$ cat src/rtl/router_buffer_pkg.sv
// Shared definitions for the router input-buffer slice.
// Holds the default flit width, per-VC depth and VC count, the flit and
// VC-index typedefs built from those defaults, and the helper that sizes
// a VC index field.
package router_buffer_pkg;

    localparam int DEFAULT_BUFFER_WIDTH     = 64;
    localparam int DEFAULT_BUFFER_DEPTH_LOG = 3;
    localparam int DEFAULT_BUFFER_DEPTH     = 2 ** DEFAULT_BUFFER_DEPTH_LOG;
    localparam int DEFAULT_NUM_VC           = 4;

    // A VC index always needs at least one bit, even with a single VC.
    function automatic int vcLog(input int numVc);
        return (numVc > 1) ? $clog2(numVc) : 1;
    endfunction

    localparam int DEFAULT_VC_LOG = vcLog(DEFAULT_NUM_VC);

    typedef logic [DEFAULT_BUFFER_WIDTH-1:0] flit_t;
    typedef logic [DEFAULT_VC_LOG-1:0]       vc_idx_t;

endpackage

$ cat src/rtl/vc_fifo_ctrl.sv
// Pointer, occupancy and status bookkeeping for one virtual channel.
// The storage itself lives in the parent; this block only decides whether
// a request is accepted and where the parent should write or read.
//
// Ports
//   clk, rst        clock and asynchronous active-high reset
//   i_wrReq         write request already steered to this VC
//   i_rdReq         pop request already steered to this VC
//   o_wrAccept      write accepted this cycle
//   o_rdAccept      pop accepted this cycle
//   o_wrPtr         tail slot for the next write
//   o_rdPtr         head slot currently shown
//   o_count         occupancy, 0..2**DEPTH_LOG
//   o_full, o_empty, o_almostFull  status from the registered count
module vc_fifo_ctrl
    import router_buffer_pkg::*;
#(
    parameter int DEPTH_LOG = DEFAULT_BUFFER_DEPTH_LOG,
    parameter int AF_TH     = DEFAULT_BUFFER_DEPTH - 2
)(
    input  logic                 clk,
    input  logic                 rst,
    input  logic                 i_wrReq,
    input  logic                 i_rdReq,
    output logic                 o_wrAccept,
    output logic                 o_rdAccept,
    output logic [DEPTH_LOG-1:0] o_wrPtr,
    output logic [DEPTH_LOG-1:0] o_rdPtr,
    output logic [DEPTH_LOG:0]   o_count,
    output logic                 o_full,
    output logic                 o_empty,
    output logic                 o_almostFull
);

    localparam int DEPTH = 2 ** DEPTH_LOG;
    localparam int CNT_W = DEPTH_LOG + 1;

    logic [DEPTH_LOG-1:0] r_wrPtr;
    logic [DEPTH_LOG-1:0] r_rdPtr;
    logic [CNT_W-1:0]     r_count;

    // The extra count bit lets all DEPTH slots be used; full/empty come
    // from the count rather than from pointer comparison.
    assign o_full       = (r_count == CNT_W'(DEPTH));
    assign o_empty      = (r_count == '0);
    assign o_almostFull = (r_count >= CNT_W'(AF_TH));

    // Acceptance looks only at the registered state, so a write into a
    // full VC is refused even if the same cycle also pops it.
    assign o_wrAccept = i_wrReq && !o_full;
    assign o_rdAccept = i_rdReq && !o_empty;

    assign o_wrPtr = r_wrPtr;
    assign o_rdPtr = r_rdPtr;
    assign o_count = r_count;

    // Pointers wrap naturally at DEPTH; the count moves only when exactly
    // one of write/pop is accepted.
    always_ff @(posedge clk or posedge rst) begin
        if (rst) begin
            r_wrPtr <= '0;
            r_rdPtr <= '0;
            r_count <= '0;
        end else begin
            if (o_wrAccept) begin
                r_wrPtr <= r_wrPtr + DEPTH_LOG'(1);
            end
            if (o_rdAccept) begin
                r_rdPtr <= r_rdPtr + DEPTH_LOG'(1);
            end
            case ({o_wrAccept, o_rdAccept})
                2'b10:   r_count <= r_count + CNT_W'(1);
                2'b01:   r_count <= r_count - CNT_W'(1);
                default: r_count <= r_count;
            endcase
        end
    end

endmodule

$ cat src/rtl/vc_buffer.sv
// Multi-VC input buffer with show-ahead output.
// Each virtual channel is an independent FIFO sharing one flat storage
// array addressed as {vc, slot}. The head of the selected read VC is always
// visible on out; popping advances to the next head combinationally.
//
// Ports
//   clk, rst             clock and asynchronous active-high reset
//   in, in_vc, produce   write flit, its target VC, write request
//   rd_vc, consume       VC shown on out, pop request for that VC
//   out                  head flit of rd_vc (zero when rd_vc is empty)
//   full, empty, almost_full  per-VC status vectors
//   usedw                per-VC occupancy, VC0 in the low bits
//   overflow, underflow  sticky flags for refused writes / pops
module vc_buffer
    import router_buffer_pkg::*;
#(
    parameter int  BUFFER_WIDTH     = DEFAULT_BUFFER_WIDTH,
    parameter int  BUFFER_DEPTH_LOG = DEFAULT_BUFFER_DEPTH_LOG,
    parameter int  NUM_VC           = DEFAULT_NUM_VC,
    parameter int  ALMOST_FULL_TH   = (2 ** BUFFER_DEPTH_LOG) - 2,
    localparam int VC_LOG           = vcLog(NUM_VC)
)(
    input  logic                                   clk,
    input  logic                                   rst,
    input  logic [BUFFER_WIDTH-1:0]                in,
    input  logic [VC_LOG-1:0]                      in_vc,
    input  logic                                   produce,
    input  logic [VC_LOG-1:0]                      rd_vc,
    input  logic                                   consume,
    output logic [BUFFER_WIDTH-1:0]                out,
    output logic [NUM_VC-1:0]                      full,
    output logic [NUM_VC-1:0]                      empty,
    output logic [NUM_VC-1:0]                      almost_full,
    output logic [NUM_VC*(BUFFER_DEPTH_LOG+1)-1:0] usedw,
    output logic                                   overflow,
    output logic                                   underflow
);

    localparam int BUFFER_DEPTH = 2 ** BUFFER_DEPTH_LOG;
    localparam int CNT_W        = BUFFER_DEPTH_LOG + 1;
    // Sized by the full VC index range so {vc, ptr} is always in bounds,
    // even for an out-of-range rd_vc.
    localparam int MEM_DEPTH    = (2 ** VC_LOG) * BUFFER_DEPTH;

    logic [BUFFER_WIDTH-1:0]     r_mem [MEM_DEPTH];
    logic                        r_overflow;
    logic                        r_underflow;

    logic [NUM_VC-1:0]           w_wrReq;
    logic [NUM_VC-1:0]           w_rdReq;
    logic [NUM_VC-1:0]           w_wrAccept;
    logic [NUM_VC-1:0]           w_rdAccept;
    logic [BUFFER_DEPTH_LOG-1:0] w_wrPtr [NUM_VC];
    logic [BUFFER_DEPTH_LOG-1:0] w_rdPtr [NUM_VC];
    logic [CNT_W-1:0]            w_count [NUM_VC];
    logic [BUFFER_DEPTH_LOG-1:0] w_wrPtrSel;
    logic [BUFFER_DEPTH_LOG-1:0] w_rdPtrSel;
    logic                        w_rdSelEmpty;
    logic                        w_anyWr;
    logic                        w_anyRd;

    // An index with no matching VC raises no request anywhere, so it is
    // refused and flagged exactly like a full/empty VC.
    for (genvar v = 0; v < NUM_VC; v++) begin : g_vc
        assign w_wrReq[v] = produce && (in_vc == VC_LOG'(v));
        assign w_rdReq[v] = consume && (rd_vc == VC_LOG'(v));

        vc_fifo_ctrl #(
            .DEPTH_LOG (BUFFER_DEPTH_LOG),
            .AF_TH     (ALMOST_FULL_TH)
        ) u_ctrl (
            .clk          (clk),
            .rst          (rst),
            .i_wrReq      (w_wrReq[v]),
            .i_rdReq      (w_rdReq[v]),
            .o_wrAccept   (w_wrAccept[v]),
            .o_rdAccept   (w_rdAccept[v]),
            .o_wrPtr      (w_wrPtr[v]),
            .o_rdPtr      (w_rdPtr[v]),
            .o_count      (w_count[v]),
            .o_full       (full[v]),
            .o_empty      (empty[v]),
            .o_almostFull (almost_full[v])
        );

        assign usedw[v*CNT_W +: CNT_W] = w_count[v];
    end

    assign w_anyWr = |w_wrAccept;
    assign w_anyRd = |w_rdAccept;

    // Pick the tail pointer of the write VC and the head pointer of the
    // read VC; an unknown read VC is reported as empty.
    always_comb begin
        w_wrPtrSel   = '0;
        w_rdPtrSel   = '0;
        w_rdSelEmpty = 1'b1;
        for (int v = 0; v < NUM_VC; v++) begin
            if (in_vc == VC_LOG'(v)) begin
                w_wrPtrSel = w_wrPtr[v];
            end
            if (rd_vc == VC_LOG'(v)) begin
                w_rdPtrSel   = w_rdPtr[v];
                w_rdSelEmpty = empty[v];
            end
        end
    end

    // Storage is deliberately not reset; pointers alone define validity.
    always_ff @(posedge clk) begin
        if (w_anyWr) begin
            r_mem[{in_vc, w_wrPtrSel}] <= in;
        end
    end

    // Forcing zero on an empty VC keeps out defined even though the
    // array powers up with unknown contents.
    assign out = w_rdSelEmpty ? '0 : r_mem[{rd_vc, w_rdPtrSel}];

    // Error flags latch on any refused request and hold until reset.
    always_ff @(posedge clk or posedge rst) begin
        if (rst) begin
            r_overflow  <= 1'b0;
            r_underflow <= 1'b0;
        end else begin
            if (produce && !w_anyWr) begin
                r_overflow <= 1'b1;
            end
            if (consume && !w_anyRd) begin
                r_underflow <= 1'b1;
            end
        end
    end

    assign overflow  = r_overflow;
    assign underflow = r_underflow;

endmodule

$ cat config.mk
export PLATFORM = sky130hd
export DESIGN_NAME = vc_buffer
export DESIGN_NICKNAME = d
export VERILOG_FILES = /design/src/rtl/router_buffer_pkg.sv /design/src/rtl/vc_fifo_ctrl.sv /design/src/rtl/vc_buffer.sv
export SDC_FILE = /design/constraint.sdc
export NUM_CORES = 2
export LEC_CHECK = 0
export BUFFER_PORTS_ARGS = -buffer_cell sky130_fd_sc_hd__buf_2
export CAP_MARGIN = 20
export CORE_UTILIZATION = 55
export CTS_BUF_LIST = sky130_fd_sc_hd__clkbuf_8
export CTS_CLUSTER_SIZE = 14
export DETAILED_ROUTE_END_ITERATION = 6
export HOLD_SLACK_MARGIN = 0.06
export PLACE_DENSITY = 0.72
export SLEW_MARGIN = 5
export SYNTH_ARGS = -nofsm -noshare
export SYNTH_HDL_FRONTEND = slang
export SYNTH_SLANG_ARGS = --single-unit
$ cat constraint.sdc
create_clock -name clk -period 7.7 [get_ports clk]
set_input_delay 0.385 -clock clk [delete_from_list [all_inputs] [get_ports clk]]
set_output_delay 0.385 -clock clk [all_outputs]
set_load 0.1 [all_outputs]
# == After elaboration in Yosys (flattened, before gate mapping) ==
# Memory sizes are Yosys's and may differ from the RTL's.
# Index checks and enable logic that the tools add are counted.
# W data, S select, Z words.
# totals
register_bits,42
ramBits,2048
in_bits,72
wordCells,112
n_memories,1
# op_classes
add_sub_neg,16
magnitude_cmp,4
n_eq_ne,18
mux,19
n_reduce_logical,40
# memory_table
name,depth,width,rd,rd_ports_with_merged_regs,write_ports,line,source
r_mem,32,64,1,0,1,vc_buffer.sv:45,logic [BUFFER_WIDTH-1:0] r_mem [MEM_DEPTH];
# op_table
cell,n
$mux W64,1
$pmux W4 S2,4
$add A3 B1 Y3 const B,8
$mux W3,8
$logic_and A1 B1 Y1,18
$add A4 B1 Y4 const B,4
$eq A2 B2 Y1 const B,8
$eq A4 B4 Y1 const B,4
$ge A4 B3 Y1 const B,4
$logic_not A4 Y1,4
$sub A4 B1 Y4 const B,4
$eq A2 B1 Y1 const B,6
$logic_not A1 Y1,10
$reduce_bool A2 Y1,4
$reduce_or A4 Y1,2
$mux W1,6
$logic_not A2 Y1,2

# == Depth between registers and ports, before layout ==
# An unclocked memory read counts as a cell.
# logic_depth
depth_word,7
ltp_mapped,13
depth_no_buf,11

# == Hierarchy ==
# Synthesis repeated with hierarchy kept, for this count alone.
# hier_totals
hier_cells,5226
area_unflattened_um2,82235.1
# by_module_without_submodules
mod,instances,cells_per_inst,area_each_um2
vc_buffer,1,4994,79597.6
vc_fifo_ctrl,4,58,659.4

# == Worst setup path after synthesis ==
# OpenSTA, ideal clock, no wires.
# synth_path
kind,register -> register
from,register g_vc[1].u_ctrl.r_count[0]
to,memory r_mem[29][0] (netlist bit) (enable)
setup_time_ns,0.487
arrival_time_ns,5.004
path_slack_ns,2.209
stages_incl_launch_ff,9
path_buffers,2
synth_period_minus_slack_ns,5.491
cell_sequence,dfrtp_1 -> nor3_1 -> nand2_1 -> and3_1 -> clkbuf_1 -> nor4_1 -> or3b_2 -> clkbuf_1 -> nor2_1
# synth_via
elab_chain_cells,6
# synth_lines
item,line,source
"start, declared",vc_fifo_ctrl.sv:40,logic [CNT_W-1:0] r_count;
"start signal, assigned",vc_fifo_ctrl.sv:72,2'b10: r_count <= r_count + CNT_W'(1);
"start signal, assigned",vc_fifo_ctrl.sv:73,2'b01: r_count <= r_count - CNT_W'(1);
"start signal, assigned",vc_fifo_ctrl.sv:74,default: r_count <= r_count;
$eq A4 B4 Y1,vc_fifo_ctrl.sv:44,assign o_full = (r_count == CNT_W'(DEPTH));
$logic_not A1 Y1,vc_fifo_ctrl.sv:50,assign o_wrAccept = i_wrReq && !o_full;
$logic_and A1 B1 Y1,vc_fifo_ctrl.sv:50,
$reduce_or A4 Y1,vc_buffer.sv:89,assign w_anyWr = |w_wrAccept;
$mux W1,vc_buffer.sv:111,if (w_anyWr) begin
$mux W1 (implied by the code),vc_buffer.sv:112,"r_mem[{in_vc, w_wrPtrSel}] <= in;"
"end, declared",vc_buffer.sv:45,
# Every way passes these cells.

# == Worst setup path after layout ==
# layout_path
from,register g_vc[3].u_ctrl.r_rdPtr[1]
to,output port out[31]
# layout_via
elab_chain_cells,3
# layout_lines
item,line,source
"start, declared",vc_fifo_ctrl.sv:39,logic [DEPTH_LOG-1:0] r_rdPtr;
"start signal, assigned",vc_fifo_ctrl.sv:69,r_rdPtr <= r_rdPtr + DEPTH_LOG'(1);
$mux W3,vc_buffer.sv:102,if (rd_vc == VC_LOG'(v)) begin
$mem_v2 Z32 W64,--,
$mux W64,vc_buffer.sv:118,"assign out = w_rdSelEmpty ? '0 : r_mem[{rd_vc, w_rdPtrSel}];"
"end, declared",vc_buffer.sv:30,"output logic [BUFFER_WIDTH-1:0] out,"
# Every way passes these cells.

==> flow_summary.toml <==
[status]
status = "complete, but fails checks"
violations = "DRC"

[clock_tree]
cts_tree = "yes"
clk_pin_slew_ns = 0.06
cts_resized = 0
clockRootBuffer = "clkbuf_8"
clock_path_buffers = 4
clock-sinks = 2090
numCtsBuffers = 342
insertion_delay_ns = 1.06
htreeDepth = 5

[yosys]
yosys_most_used_dff = "edfxtp_1"
syn-num-nets = 5373
synth_edf_count = 2048
syn-cell-area_um2 = 82800
yosysSeqAreaShare = 0.755
yosysTopAreaCell = "edfxtp_1"
async_flop_share = 0.0201
ys_warn_count = 0
synth-seq-cells = 2090
yosysTopAreaCellShare = 0.743
syn_area_per_cell_um2 = 15.7
synth_area_leaders = "edfxtp_1 74%, nand2_1 4.9%, mux2i_1 4.3%"
ys_types = 50
syn_inst = 5277

[critical_path]
setup.worst_path.start = "g_vc[3].u_ctrl.o_rdPtr[1]$_DFFE_PP0P_"
crit_type = "flop to primary output"
cp_data_required_time_ns = 7.32
critPathMaxFanout = 141
path_depth = 9
critical_path_buf_inv_count = 3
cp_top_family = "buffers and inverters"
crit_path_start_kind = "flop"
worst_ep_arrival_time_ns = 5.53
slowest_stage = "mux4_4"
ff2ff_path_depth = 7
r2r-start = "g_vc[3].u_ctrl.o_count[3]$_DFFE_PP0P_"
critPathCaptureType = "primary output"
rrSetupSlack_ns = 3.43
path_cells = "mux4_4 -> buf_4 -> buf_12 -> and2_1 -> a211oi_1 -> a311o_1 -> a31oi_1 -> o311a_1 -> buf_2"
slowest_delay_ns = 0.82

[route]
drt_first_pass_iters = 7
vias = 49700
drt_iter0_drc = 6001
antenna_left = 0
avgViaCountPerCell = 6.32
detail_route.wl_per_cell_um = 27.5
drt-total-wl_um = 216000
route.detailed.drc = 2

[finish]
utilization = 0.617
layout_commonest_cell = "edfxtp_1"
stdcell_count = 7853
drive_gt1_frac = 0.147
final.fill_count = 10700
layout_common_cells = "2,048 x edfxtp_1, 1,071 x nand2_1, 354 x mux2i_1"
finalNetCount = 5696
area_growth_pct = 11.5

[sta]
slew_violations = 0
finalSetupTns_ns = 0
period_share = 0.768
worst_pin_slew_ns = 1.15
hold_viol_final = 0
final-setup-viol-count = 0
period_minus_slack_ns = 5.92
relSlewSlack = 0.232
skew_ns = 0.0940
rsz0062_at_grt = "no"
fin_hold_ws_ns = 0.227
timing.fmax_ghz = 0.169

[global_routing]
grt_first_pass_wirelength_um = 314000
grt_pass1_vias = 48700
grt_start_max_net_pins = 179
antenna_found_initial = 9
overflow = 0
grt_usage = 0.281

[power]
powerDensity_nw_per_um2 = 370
ir_drop_v = 0.000530
leakagePower_nw = 31.5
p_total_mw = 34.2

[min_path]
worstHoldPathType = "primary input to flop"
min_from = "consume"
min_path_cells = 3

[floorplan]
die_w_um = 390
dieArea_um2 = 152000
start_util = 0.554
pin_count = 166
rows = 142
die_y_um = 390
core_um2 = 150000

[place]
globalplace.congestion = 0.783
place_hpwl_um = 107000
portBuffers = 165
place_inst = 7198

[flow_run]
cap_viol_max_count = 0
==> state kept, by name (all words and copies together), names as in the netlist <==
register / flops
r_mem: 2048
g_vc.u_ctrl.o_count: 16
g_vc.u_ctrl.o_rdPtr: 12
g_vc.u_ctrl.o_wrPtr: 12
overflow: 1
underflow: 1
==> where the power goes <==
| part | internal [mW] | leakage (nW) | total, mW | switching, mW |
|---|---|---|---|---|
| Clock | 4.35 | 3.37 | 8.57 | 4.22 |
| Combinational | 3.34 | 9.21 | 12.4 | 9.04 |
| Sequential | 13.0 | 18.9 | 13.2 | 0.234 |
| Total | 20.7 | 31.5 | 34.2 | 13.5 |
==> synthesized netlist by cell type, drive strengths merged (2+ instances only) <==
library cell	instances
or3b	2
dfrtp	42
xor2	15
nand3b	2
mux4	69
a311o	53
and3	56
or3	2
clkbuf	179
xnor2	17
a21o	10
a211oi	88
nor2	42
inv	21
a31oi	280
fa	4
a21oi	57
nor4	26
a31o	10
ha	20
nand2	1073
mux2	67
buf	187
mux2i	357
o21ai	112
nor3	3
o221ai	73
nand2b	5
nand4	5
and2	58
o22ai	31
edfxtp	2048
o311a	53
nor2b	24
nand3	108
a311oi	73
==> what timing repair did <==
item | CTS | global route
hold endpoints to repair | 2116 | 0
buffers inserted | 0 | 0
hold buffers | 71 | 0
==> metal layers <==
layer  global-route usage  vias up  share of wire
met3               0.0517      471          0.096
li1                     -    21100              -
met5                    0        -        0.00011
met1                0.378    25200           0.38
met4                0.111        4          0.036
met2                0.455     2850           0.48
==> stage by stage <==
step                cell area [um2]  setup WS, ns
CTS                           92300          1.78
finish                        92400          1.78
global route                  92400          1.67
detailed placement            85700          2.43
global placement              85700          2.49
floorplan                     82800          2.21
==> cell type report <==
class | count | area [um2] | share of cell area
inverters | 21 | 78.8 | 0.000853
multi-input cells | 2800 | 18800 | 0.203
repair buffers | 345 | 2590 | 0.0281
flip-flops and latches | 2090 | 62600 | 0.677
clock buffers | 350 | 4820 | 0.0521
clock inverters | 223 | 1040 | 0.0113
diodes | 8 | 20.0 | 0.000217
well taps | 2016 | 2520 | 0.0273
==> worst register-to-register path, cell delays in order, from the launching register on <==
cell and delay, ns:
dfrtp_1 0.42, nor4b_1 0.17, nor2_1 0.38, nor4_1 0.19, nand3b_1 0.77, nor2_4 0.60, buf_4 0.68, buf_4 0.69
==> cell families after synthesis <==
kind of cell               count (synthesis)  synth area share
xor gates and xnor gates                  32           0.00338
and+or+nand+nor                         1409            0.0712
DFF                                     2090             0.755
buffers and inverters                    387            0.0227
AOI/OAI and AO/OA                        842            0.0721
adders and majority gates                 24           0.00399
muxes                                    493            0.0713
==> final timing paths <==
check,end
setup reg to reg,r_mem[31][40]$_DFFE_PP_
hold / removal,underflow$_DFFE_PP0P_
hold reg to reg,underflow$_DFFE_PP0P_
max in group asynchronous,g_vc[3].u_ctrl.o_wrPtr[1]$_DFFE_PP0P_
setup / recovery,out[31]
min in group asynchronous,g_vc[1].u_ctrl.o_count[3]$_DFFE_PP0P_
Power figures use the tool's default switching activity.
